$ cat src/rtl/key_conditioner_if.sv
// -----------------------------------------------------------------------------
// key_conditioner_if
//
// Purpose:
//    Bundles the per-channel key pins, the repeat enables and all conditioned
//    outputs of key_conditioner into one interface. Each vector is N_CH bits
//    wide, with bit n belonging to channel n.
//
// Signals:
//    i_key        raw asynchronous pins
//    i_repeat_en  per-channel auto-repeat enable
//    o_level      debounced pressed level (1 = pressed)
//    o_press      one-cycle pulse on debounced press
//    o_release    one-cycle pulse on debounced release
//    o_long       one-cycle pulse when the hold time reaches the long threshold
//    o_repeat     one-cycle pulse every repeat interval after a long press
//    dbg_state    per-channel FSM state, 2 bits per channel
//                 (bits [2n+1:2n] belong to channel n)
//
// Modports:
//    master  drives the pins and enables; observes the outputs (board/bench)
//    slave   the conditioner itself
//
// Handshake:
//    None. Every output is a plain registered level or a one-cycle pulse,
//    sampled on i_clk. There is no valid/ready flow control, so a consumer
//    must look at the pulses on every cycle or it will miss them.
// -----------------------------------------------------------------------------
interface key_conditioner_if #(
   parameter int N_CH = 4
);
   logic [N_CH-1:0]   i_key;
   logic [N_CH-1:0]   i_repeat_en;
   logic [N_CH-1:0]   o_level;
   logic [N_CH-1:0]   o_press;
   logic [N_CH-1:0]   o_release;
   logic [N_CH-1:0]   o_long;
   logic [N_CH-1:0]   o_repeat;
   logic [2*N_CH-1:0] dbg_state;

   modport master (
      output i_key,
      output i_repeat_en,
      input  o_level,
      input  o_press,
      input  o_release,
      input  o_long,
      input  o_repeat,
      input  dbg_state
   );

   modport slave (
      input  i_key,
      input  i_repeat_en,
      output o_level,
      output o_press,
      output o_release,
      output o_long,
      output o_repeat,
      output dbg_state
   );
endinterface

$ cat src/rtl/key_conditioner.sv
// -----------------------------------------------------------------------------
// key_conditioner
//
// Purpose:
//    Multi-channel push-button / switch conditioner. For each channel it
//    provides:
//      - a 2-FF synchroniser;
//      - a counter-based debouncer;
//      - one-cycle press and release pulses;
//      - long-press detection;
//      - optional auto-repeat.
//    Channels are fully independent of each other.
//
// Ports:
//    i_clk   system clock; the only clock domain in this block
//    i_rst   asynchronous, active-high reset
//    bus     key_conditioner_if.slave
//              inputs:  i_key, i_repeat_en
//              outputs: o_level, o_press, o_release, o_long, o_repeat,
//                       dbg_state
//
// Timing:
//    Call edge 0 the first clock edge that samples a new pin value.
//      - sync2 takes the new value at edge 1.
//      - o_level and the press/release pulse update at edge
//        DEBOUNCE_CYCLES+1.
//      - o_long fires LONG_CYCLES edges after o_press.
//      - o_repeat then fires every REPEAT_CYCLES edges, counted only while
//        i_repeat_en is high.
// -----------------------------------------------------------------------------
module key_conditioner #(
   parameter int N_CH            = 4,
   parameter int DEBOUNCE_CYCLES = 500000,
   parameter int LONG_CYCLES     = 50000000,
   parameter int REPEAT_CYCLES   = 10000000,
   parameter bit ACTIVE_LOW      = 1'b1
) (
   input  logic             i_clk,
   input  logic             i_rst,
   key_conditioner_if.slave bus
);

   // Every counter is wide enough to hold its limit.
   localparam int DEB_W  = $clog2(DEBOUNCE_CYCLES + 1);
   localparam int LONG_W = $clog2(LONG_CYCLES + 1);
   localparam int REP_W  = $clog2(REPEAT_CYCLES + 1);

   // A counter event happens on the edge where the counter would otherwise
   // step onto its limit. Comparing against limit-1 keeps the pulse on that
   // same edge.
   localparam logic [DEB_W-1:0]  DEB_LAST  = DEB_W'(DEBOUNCE_CYCLES - 1);
   localparam logic [LONG_W-1:0] LONG_LAST = LONG_W'(LONG_CYCLES - 1);
   localparam logic [LONG_W-1:0] LONG_MAX  = LONG_W'(LONG_CYCLES);
   localparam logic [REP_W-1:0]  REP_LAST  = REP_W'(REPEAT_CYCLES - 1);

   // Raw pin level that means "released". The synchronisers reset to this
   // value so that reset itself never looks like a key edge.
   localparam logic RAW_RELEASED = ACTIVE_LOW;

   typedef enum logic [1:0] {
      ST_IDLE = 2'd0,
      ST_HELD = 2'd1,
      ST_LONG = 2'd2
   } state_t;

   logic [N_CH-1:0]   level_vec;
   logic [N_CH-1:0]   press_vec;
   logic [N_CH-1:0]   release_vec;
   logic [N_CH-1:0]   long_vec;
   logic [N_CH-1:0]   repeat_vec;
   logic [2*N_CH-1:0] state_vec;

   for (genvar ch = 0; ch < N_CH; ch++) begin : g_ch

      // ------------------------------------------------------------------
      // Synchroniser and debouncer
      // ------------------------------------------------------------------
      logic             sync1_q;
      logic             sync2_q;
      logic             pressed_sync;
      logic             level_q;
      logic             level_d;
      logic [DEB_W-1:0] deb_cnt_q;
      logic [DEB_W-1:0] deb_cnt_d;
      logic             rise_evt;
      logic             fall_evt;
      logic             press_q;
      logic             release_q;

      // Polarity is normalised only after the second flop, so both
      // synchroniser stages carry the raw pin value.
      assign pressed_sync = sync2_q ^ ACTIVE_LOW;

      always_comb begin
         deb_cnt_d = '0;
         level_d   = level_q;
         rise_evt  = 1'b0;
         fall_evt  = 1'b0;
         if (pressed_sync != level_q) begin
            if (deb_cnt_q == DEB_LAST) begin
               // The input has differed for long enough: accept the new
               // level. The counter goes back to 0 (default above).
               level_d  = ~level_q;
               rise_evt = ~level_q;
               fall_evt = level_q;
            end else begin
               deb_cnt_d = deb_cnt_q + DEB_W'(1);
            end
         end
         // When the input matches o_level the counter stays cleared, so any
         // glitch shorter than DEBOUNCE_CYCLES is lost. The counter cannot
         // run past DEB_LAST, so it never wraps.
      end

      always_ff @(posedge i_clk or posedge i_rst) begin
         if (i_rst) begin
            sync1_q   <= RAW_RELEASED;
            sync2_q   <= RAW_RELEASED;
            level_q   <= 1'b0;
            deb_cnt_q <= '0;
            press_q   <= 1'b0;
            release_q <= 1'b0;
         end else begin
            sync1_q   <= bus.i_key[ch];
            sync2_q   <= sync1_q;
            level_q   <= level_d;
            deb_cnt_q <= deb_cnt_d;
            press_q   <= rise_evt;
            release_q <= fall_evt;
         end
      end

      // ------------------------------------------------------------------
      // Hold / long-press / auto-repeat FSM
      // ------------------------------------------------------------------
      state_t            state_q;
      state_t            state_d;
      logic [LONG_W-1:0] hold_q;
      logic [LONG_W-1:0] hold_d;
      logic [REP_W-1:0]  rep_q;
      logic [REP_W-1:0]  rep_d;
      logic              long_q;
      logic              long_d;
      logic              repeat_q;
      logic              repeat_d;

      always_ff @(posedge i_clk or posedge i_rst) begin
         if (i_rst) begin
            state_q  <= ST_IDLE;
            hold_q   <= '0;
            rep_q    <= '0;
            long_q   <= 1'b0;
            repeat_q <= 1'b0;
         end else begin
            state_q  <= state_d;
            hold_q   <= hold_d;
            rep_q    <= rep_d;
            long_q   <= long_d;
            repeat_q <= repeat_d;
         end
      end

      // The FSM acts on the debouncer's combinational events. This keeps it
      // aligned with the edge on which o_press/o_release are registered. A
      // release seen in HELD or LONG is checked first, so a long or repeat
      // pulse due on that same edge is dropped.
      always_comb begin
         state_d  = state_q;
         hold_d   = hold_q;
         rep_d    = rep_q;
         long_d   = 1'b0;
         repeat_d = 1'b0;
         case (state_q)
            ST_IDLE: begin
               if (rise_evt) begin
                  state_d = ST_HELD;
                  hold_d  = '0;
                  rep_d   = '0;
               end
            end
            ST_HELD: begin
               if (fall_evt) begin
                  state_d = ST_IDLE;
                  hold_d  = '0;
                  rep_d   = '0;
               end else if (hold_q == LONG_LAST) begin
                  // The hold counter parks at its limit. Because the FSM
                  // leaves HELD here, o_long can fire only once per press.
                  long_d  = 1'b1;
                  state_d = ST_LONG;
                  hold_d  = LONG_MAX;
                  rep_d   = '0;
               end else begin
                  hold_d = hold_q + LONG_W'(1);
               end
            end
            ST_LONG: begin
               if (fall_evt) begin
                  state_d = ST_IDLE;
                  hold_d  = '0;
                  rep_d   = '0;
               end else if (!bus.i_repeat_en[ch]) begin
                  // Held at 0, so re-enabling starts a full interval.
                  rep_d = '0;
               end else if (rep_q == REP_LAST) begin
                  repeat_d = 1'b1;
                  rep_d    = '0;
               end else begin
                  rep_d = rep_q + REP_W'(1);
               end
            end
            default: begin
               state_d = ST_IDLE;
               hold_d  = '0;
               rep_d   = '0;
            end
         endcase
      end

      assign level_vec[ch]         = level_q;
      assign press_vec[ch]         = press_q;
      assign release_vec[ch]       = release_q;
      assign long_vec[ch]          = long_q;
      assign repeat_vec[ch]        = repeat_q;
      assign state_vec[2*ch +: 2]  = state_q;

      // Channel invariants
      a_press_release_excl : assert property (
         @(posedge i_clk) disable iff (i_rst) !(press_q && release_q));
      a_repeat_in_long : assert property (
         @(posedge i_clk) disable iff (i_rst) repeat_q |-> (state_q == ST_LONG));
      a_long_in_long : assert property (
         @(posedge i_clk) disable iff (i_rst) long_q |-> (state_q == ST_LONG));
   end

   assign bus.o_level   = level_vec;
   assign bus.o_press   = press_vec;
   assign bus.o_release = release_vec;
   assign bus.o_long    = long_vec;
   assign bus.o_repeat  = repeat_vec;
   assign bus.dbg_state = state_vec;

endmodule
$ cat src/flat_wrapper.sv
// flat-port wrapper written by rule: the top's interface ports become plain ports
module key_conditioner_flat 
#(
   parameter int N_CH            = 4,
   parameter int DEBOUNCE_CYCLES = 500000,
   parameter int LONG_CYCLES     = 50000000,
   parameter int REPEAT_CYCLES   = 10000000,
   parameter bit ACTIVE_LOW      = 1'b1
)
  (i_clk, i_rst, bus_i_key, bus_i_repeat_en, bus_o_level, bus_o_press, bus_o_release, bus_o_long, bus_o_repeat, bus_dbg_state);
  key_conditioner_if #(.N_CH(N_CH)) bus_i ();
  input  logic i_clk;
  input  logic i_rst;
  input wire logic [$bits(bus_i.i_key)-1:0] bus_i_key;
  input wire logic [$bits(bus_i.i_repeat_en)-1:0] bus_i_repeat_en;
  output wire logic [$bits(bus_i.o_level)-1:0] bus_o_level;
  output wire logic [$bits(bus_i.o_press)-1:0] bus_o_press;
  output wire logic [$bits(bus_i.o_release)-1:0] bus_o_release;
  output wire logic [$bits(bus_i.o_long)-1:0] bus_o_long;
  output wire logic [$bits(bus_i.o_repeat)-1:0] bus_o_repeat;
  output wire logic [$bits(bus_i.dbg_state)-1:0] bus_dbg_state;
  assign bus_i.i_key = bus_i_key;
  assign bus_i.i_repeat_en = bus_i_repeat_en;
  assign bus_o_level = bus_i.o_level;
  assign bus_o_press = bus_i.o_press;
  assign bus_o_release = bus_i.o_release;
  assign bus_o_long = bus_i.o_long;
  assign bus_o_repeat = bus_i.o_repeat;
  assign bus_dbg_state = bus_i.dbg_state;
  key_conditioner #(.N_CH(N_CH), .DEBOUNCE_CYCLES(DEBOUNCE_CYCLES), .LONG_CYCLES(LONG_CYCLES), .REPEAT_CYCLES(REPEAT_CYCLES), .ACTIVE_LOW(ACTIVE_LOW)) u_core (.i_clk(i_clk), .i_rst(i_rst), .bus(bus_i));
endmodule
$ cat config.mk
export PLATFORM = sky130hd
export DESIGN_NAME = key_conditioner_flat
export DESIGN_NICKNAME = d
export VERILOG_FILES = /design/src/rtl/key_conditioner_if.sv /design/src/rtl/key_conditioner.sv /design/src/flat_wrapper.sv
export SDC_FILE = /design/constraint.sdc
export NUM_CORES = 1
export LEC_CHECK = 0
export ABC_AREA = 1
export CAP_MARGIN = 20
export CORE_MARGIN = 2
export CORE_UTILIZATION = 47
export DETAILED_ROUTE_END_ITERATION = 10
export SLEW_MARGIN = 40
export SYNTH_ARGS = -nofsm -noshare
export SYNTH_HDL_FRONTEND = slang
export SYNTH_SLANG_ARGS = --single-unit
$ cat constraint.sdc
create_clock -name i_clk -period 13.22 [get_ports i_clk]
set_input_delay 1.322 -clock i_clk [delete_from_list [all_inputs] [get_ports i_clk]]
set_output_delay 1.322 -clock i_clk [all_outputs]
set_load 0.05 [all_outputs]
# After elaboration in Yosys (flattened, before gate mapping)
# Cells that the tools add are included.
[word_totals]
reg_bits = 312
input_bits = 10
out_inout_bits = 28
word_cells = 240
[classes]
n_addsub = 12
n_eq_ne = 36
n_mux = 120
bitwise_logic = 8
reduce_logical = 20
[op_table]
columns = ["cell", "count"]
rows = [
  ["$mux W24", 24],
  ["$mux W26", 16],
  ["$pmux W26 S3", 4],
  ["$pmux W24 S3", 4],
  ["$mux W19", 8],
  ["$add A26 B1 Y26 const B", 4],
  ["$eq A26 B26 Y1 const B", 4],
  ["$add A24 B1 Y24 const B", 4],
  ["$eq A24 B24 Y1 const B", 4],
  ["$add A19 B1 Y19 const B", 4],
  ["$eq A19 B19 Y1 const B", 4],
  ["$mux W1", 44],
  ["$mux W2", 16],
  ["$pmux W2 S3", 4],
  ["$reduce_and A2 Y1", 12],
  ["$ne A2 B1 Y1 const B", 8],
  ["$ne A3 B1 Y1 const B", 4],
  ["$reduce_and A3 Y1", 4],
  ["$eq A2 B1 Y1 const B", 4],
  ["$eq A2 B2 Y1 const B", 4],
  ["$logic_not A2 Y1", 4],
  ["$not A1 Y1", 8],
  ["$ne A1 B1 Y1", 4],
]

# Logic depth before layout (Yosys ltp)
[depth]
depth_word = 5
depth_mapped = 11
ltp_nobuf = 11

# Least setup slack after synthesis
# Ideal clock, no wire load.
[synth_path]
path_type = "reg-to-output"
startpoint = "register u_core.g_ch[3].state_q[1]"
endpoint = "output port bus_dbg_state[7]"
arrival_time_ns = 0.630
required_time_ns = 11.898
slack_ns = 11.268
stages_incl_launch_ff = 1
n_path_buf = 0
path_cell_list = "dfrtp_1"
[synth_rtl]
columns = ["item", "line_no", "rtl"]
rows = [
  ["from (decl)", "key_conditioner.sv:136", "state_t state_q;"],
  ["from (signal assigned)", "key_conditioner.sv:155", "state_q <= state_d;"],
  ["to (decl)", "flat_wrapper.sv:21", "output wire logic [$bits(bus_i.dbg_state)-1:0] bus_dbg_state;"],
]
# No word-level cell between the ends.

# Final worst setup path
[layout_path]
startpoint = "register u_core.g_ch[1].level_q"
endpoint = "output port bus_o_level[1]"
[layout_rtl]
columns = ["item", "line_no", "rtl"]
rows = [
  ["from (decl)", "key_conditioner.sv:81", "logic level_q;"],
  ["from (signal assigned)", "key_conditioner.sv:126", "level_q <= level_d;"],
  ["to (decl)", "flat_wrapper.sv:16", "output wire logic [$bits(bus_i.o_level)-1:0] bus_o_level;"],
]
# No word-level cell between the ends.

==> flow_metrics.py <==
metrics = {
    "setup_path": {
        "worstSetupPathDepth": 1,
        "crit_path_start_kind": "flip-flop",
        "worst-r2r-setup-slack_ns": 10.71,
        "setup.worst_path.start": "u_core.g_ch[1].level_q$_DFFE_PP0P_",
        "reg2reg_depth": 8,
        "end_of_the_critical_path": "bus_o_level[1]",
        "worstPathMaxFanout": 5,
        "worstSetupEndpointType": "output port",
        "crit_type": "reg2out",
        "cp_num_buf_inv": 1,
        "required_ns": 11.90,
        "critical_path.max_stage_delay_ns": 0.85,
        "cpLargestDelayFamily": "buffers and inverters",
        "cp_cell_sequence": "clkdlybuf4s50_1",
        "cp_slowest_cell": "sky130_fd_sc_hd__clkdlybuf4s50_1",
        "worstReg2RegStart": "u_core.g_ch[0].deb_cnt_q[0]$_DFF_PP0_",
        "reg2reg_to": "u_core.g_ch[0].rep_q[2]$_DFFE_PP0P_",
        "arrival_time_at_the_worst_endpoint_ns": 1.87,
    },
    "power": {
        "power_leakage_nw": 11.4,
        "power.density_nw_per_um2": 96.7,
        "irDropWorstVdd_mv": 0.0754,
    },
    "grt": {
        "gr_met1_demand_resource": 0.304,
        "gr-max-usage-layer": "met2",
        "total_track_usage": 0.216,
        "use_met2": 0.343,
        "grt.overflow.total": 0,
        "largest_net_degree_at_the_start_of_global_routing": 138,
        "first_global_vias": 16700,
        "number_of_antenna_violations_at_the_first_check_in_global_routing": 0,
        "grt_first_pass_wirelength_um": 79700,
        "grt_use_met3": 0.0347,
    },
    "run": {
        "timing.max_cap.violations": 0,
    },
    "floorplanning": {
        "ios": 38,
        "coreArea_sq_um": 41800,
        "core.rowCount": 75,
        "die_width_um": 209,
        "fp.dieH_um": 209,
        "floorplan.initialDensity": 0.475,
        "die_ar_sq_um": 43800,
    },
    "placement": {
        "place_hpwl_um": 33200,
        "portBuffers": 37,
        "gp_congestion": 0.910,
        "dpl_cell_area_sq_um": 20400,
        "dp_slack_ns": 9.80,
    },
    "yosys": {
        "cell_type_with_the_highest_aggregate_area_in_the_netlist": "sky130_fd_sc_hd__dfrtp_1",
        "async_reset_ff_frac": 1.00,
        "ys.flop_type": "sky130_fd_sc_hd__dfrtp_1",
        "synth_top_cells_by_area": "sky130_fd_sc_hd__dfrtp_1, sky130_fd_sc_hd__nand2_1, sky130_fd_sc_hd__nor2_1",
        "synth_commonest_cells": "sky130_fd_sc_hd__nand2_1, sky130_fd_sc_hd__nor2_1, sky130_fd_sc_hd__inv_1",
        "post_synth_instance_area_sq_um": 19800,
        "synthesis.area_per_instance_sq_um": 6.81,
        "yosysTopAreaCellShare": 0.384,
        "synth_nets": 2933,
        "count_of_mapped_cells_out_of_synthesis": 2911,
        "synth_edf_count": 0,
        "ys_seq_elements": 312,
        "ys_warn_count": 0,
        "synth_seq_area_share": 0.394,
        "yosysMostFrequentCell": "sky130_fd_sc_hd__nand2_1",
        "yosys.cell_types.count": 43,
    },
    "final_layout": {
        "utilization": 0.521,
        "inserted_diodes": 0,
        "filler_cell_count": 4116,
        "final_nets": 2949,
        "stdcell_area_sq_um": 21700,
        "synthToLayoutAreaGrowth_pct": 9.70,
        "layout.area.seq_sq_um": 7820,
        "multi_input_comb_area_sq_um": 10300,
        "layout-drive-gt1-share": 0.0501,
    },
    "cts": {
        "cts_made_buffers": 40,
        "cts_repair_resize_count": 0,
        "clock_tree_from_tritoncts": "done",
        "cts_hold_buf": 0,
        "cts_max_path_buffers": 3,
        "path_clk_slew_ns": 0.05,
        "post-cts-setup-buffers": 0,
        "clkSinkCount": 312,
        "htree_num_levels": 2,
        "clock_tree.root_cell": "sky130_fd_sc_hd__clkbuf_16",
        "clock_latency_ns": 0.56,
    },
    "timing": {
        "unrepaired_setup_endpoints_after_global_routing": "false",
        "fmax_mhz": 313,
        "final_period_minus_worst_setup_slack_ns": 3.19,
        "setup-tns-final_ns": 0,
        "final_critical_path_setup_slack_ns": 10.03,
        "drv_slew": 0,
        "min_period_over_period": 0.241,
        "hold_violations": 0,
        "slew_headroom": 0.451,
        "final.setup_skew_ns": 0.0194,
        "setup_viol": 0,
        "worst_slew_pin_tran_ns": 0.822,
    },
    "run_status": {
        "status": "finished, final reports clean",
    },
    "route": {
        "detail_route.vias_per_cell": 5.10,
        "vias": 17800,
        "route.antenna.remaining_nets": 0,
        "drt-pass1-iter-count": 5,
        "detail_route.wl_per_cell_um": 13.2,
        "drc_errors": 0,
        "initialDrtViolationCount": 1033,
        "detail_route.wirelength_um": 46100,
    },
    "worst_hold_path": {
        "worstHoldPathType": "reg2reg",
    },
}
per-stage QoR:
stage	hold WS [ns]	total power [mW]	std cells
after floorplan	0.345	1.01	2911
after global placement	0.346	1.02	3424
after detailed placement	0.348	1.02	3424
after CTS	0.356	2.13	3492
after global routing	0.361	2.18	3492
final	0.355	2.10	3492
layer usage:
layer | up-vias | share of wire
li1 | 9174 | -
met1 | 8248 | 0.50
met2 | 305 | 0.44
met3 | 73 | 0.043
met4 | 0 | 0.023
met5 | - | 0
how the worst min path moves through the flow:
stage | from | end | slack [ns] | cells after the start
after detailed placement | u_core.g_ch[2].sync1_q$_DFF_PP1_ | u_core.g_ch[2].sync2_q$_DFF_PP1_ | 0.35 | 0
after floorplan | u_core.g_ch[0].sync1_q$_DFF_PP1_ | u_core.g_ch[0].sync2_q$_DFF_PP1_ | 0.35 | 0
after global placement | u_core.g_ch[1].sync1_q$_DFF_PP1_ | u_core.g_ch[1].sync2_q$_DFF_PP1_ | 0.35 | 0
final | u_core.g_ch[2].sync1_q$_DFF_PP1_ | u_core.g_ch[2].sync2_q$_DFF_PP1_ | 0.36 | 0
after global routing | u_core.g_ch[2].sync1_q$_DFF_PP1_ | u_core.g_ch[2].sync2_q$_DFF_PP1_ | 0.36 | 0
after CTS | u_core.g_ch[2].sync1_q$_DFF_PP1_ | u_core.g_ch[2].sync2_q$_DFF_PP1_ | 0.36 | 0
cell type report:
class / count / share of cell area
flip-flops and latches: 312 / 0.360
well taps: 539 / 0.0310
clock buffers: 56 / 0.0530
inverters: 319 / 0.0557
repair buffers: 41 / 0.0188
clock inverters: 12 / 0.00760
multi-input cells: 2213 / 0.474
where the power goes:
part / total (mW) / switching [mW] / internal [mW]
registers: 0.965 / 0.00426 / 0.961
clock network: 1.10 / 0.417 / 0.682
logic: 0.0374 / 0.0297 / 0.00774
registers in the layout, indices dropped and copies added (netlist names):
register               cells
u_core.g_ch.level_q        4
u_core.g_ch.press_q        4
u_core.g_ch.long_q         4
u_core.g_ch.sync2_q        4
u_core.g_ch.deb_cnt_q     76
u_core.g_ch.rep_q         96
u_core.g_ch.hold_q       104
u_core.g_ch.release_q      4
u_core.g_ch.sync1_q        4
u_core.g_ch.repeat_q       4
u_core.g_ch.state_q        8
placed cells by master, fill, tap and decap left out, types with 7 or more instances in the layout:
master	count
sky130_fd_sc_hd__nand2_1	1085
sky130_fd_sc_hd__nor2_1	410
sky130_fd_sc_hd__inv_1	316
sky130_fd_sc_hd__dfrtp_1	304
sky130_fd_sc_hd__nand3_1	171
sky130_fd_sc_hd__nand4_1	117
sky130_fd_sc_hd__xor2_1	88
sky130_fd_sc_hd__nor3_1	81
sky130_fd_sc_hd__o21ai_0	42
sky130_fd_sc_hd__clkbuf_16	41
sky130_fd_sc_hd__xnor2_1	37
sky130_fd_sc_hd__clkdlybuf4s50_1	37
sky130_fd_sc_hd__nor2_2	21
sky130_fd_sc_hd__a21oi_1	20
sky130_fd_sc_hd__nand3b_1	20
sky130_fd_sc_hd__o21ai_1	16
sky130_fd_sc_hd__nand2_2	15
sky130_fd_sc_hd__nor3b_1	12
sky130_fd_sc_hd__ha_1	12
sky130_fd_sc_hd__nor2_4	10
sky130_fd_sc_hd__nor4_1	8
sky130_fd_sc_hd__clkbuf_1	8
sky130_fd_sc_hd__dfstp_2	8
sky130_fd_sc_hd__clkbuf_8	7
cell families after synthesis:
kind of cell | share of synthesized area
fa+ha+maj | 0.00758
simple gates | 0.428
xor+xnor | 0.0552
flops | 0.394
compound gates | 0.0286
buf+inv | 0.0858
worst reg2reg max path: cells and delay by family, from the launching register on:
kind | cells | cell delay [ns]
flip-flops | 1 | 0.42
AND/OR/NAND/NOR | 7 | 1.75
adder cells (fa/ha/maj) | 1 | 0.25
Note: power is estimated with default switching activity, not from simulation.
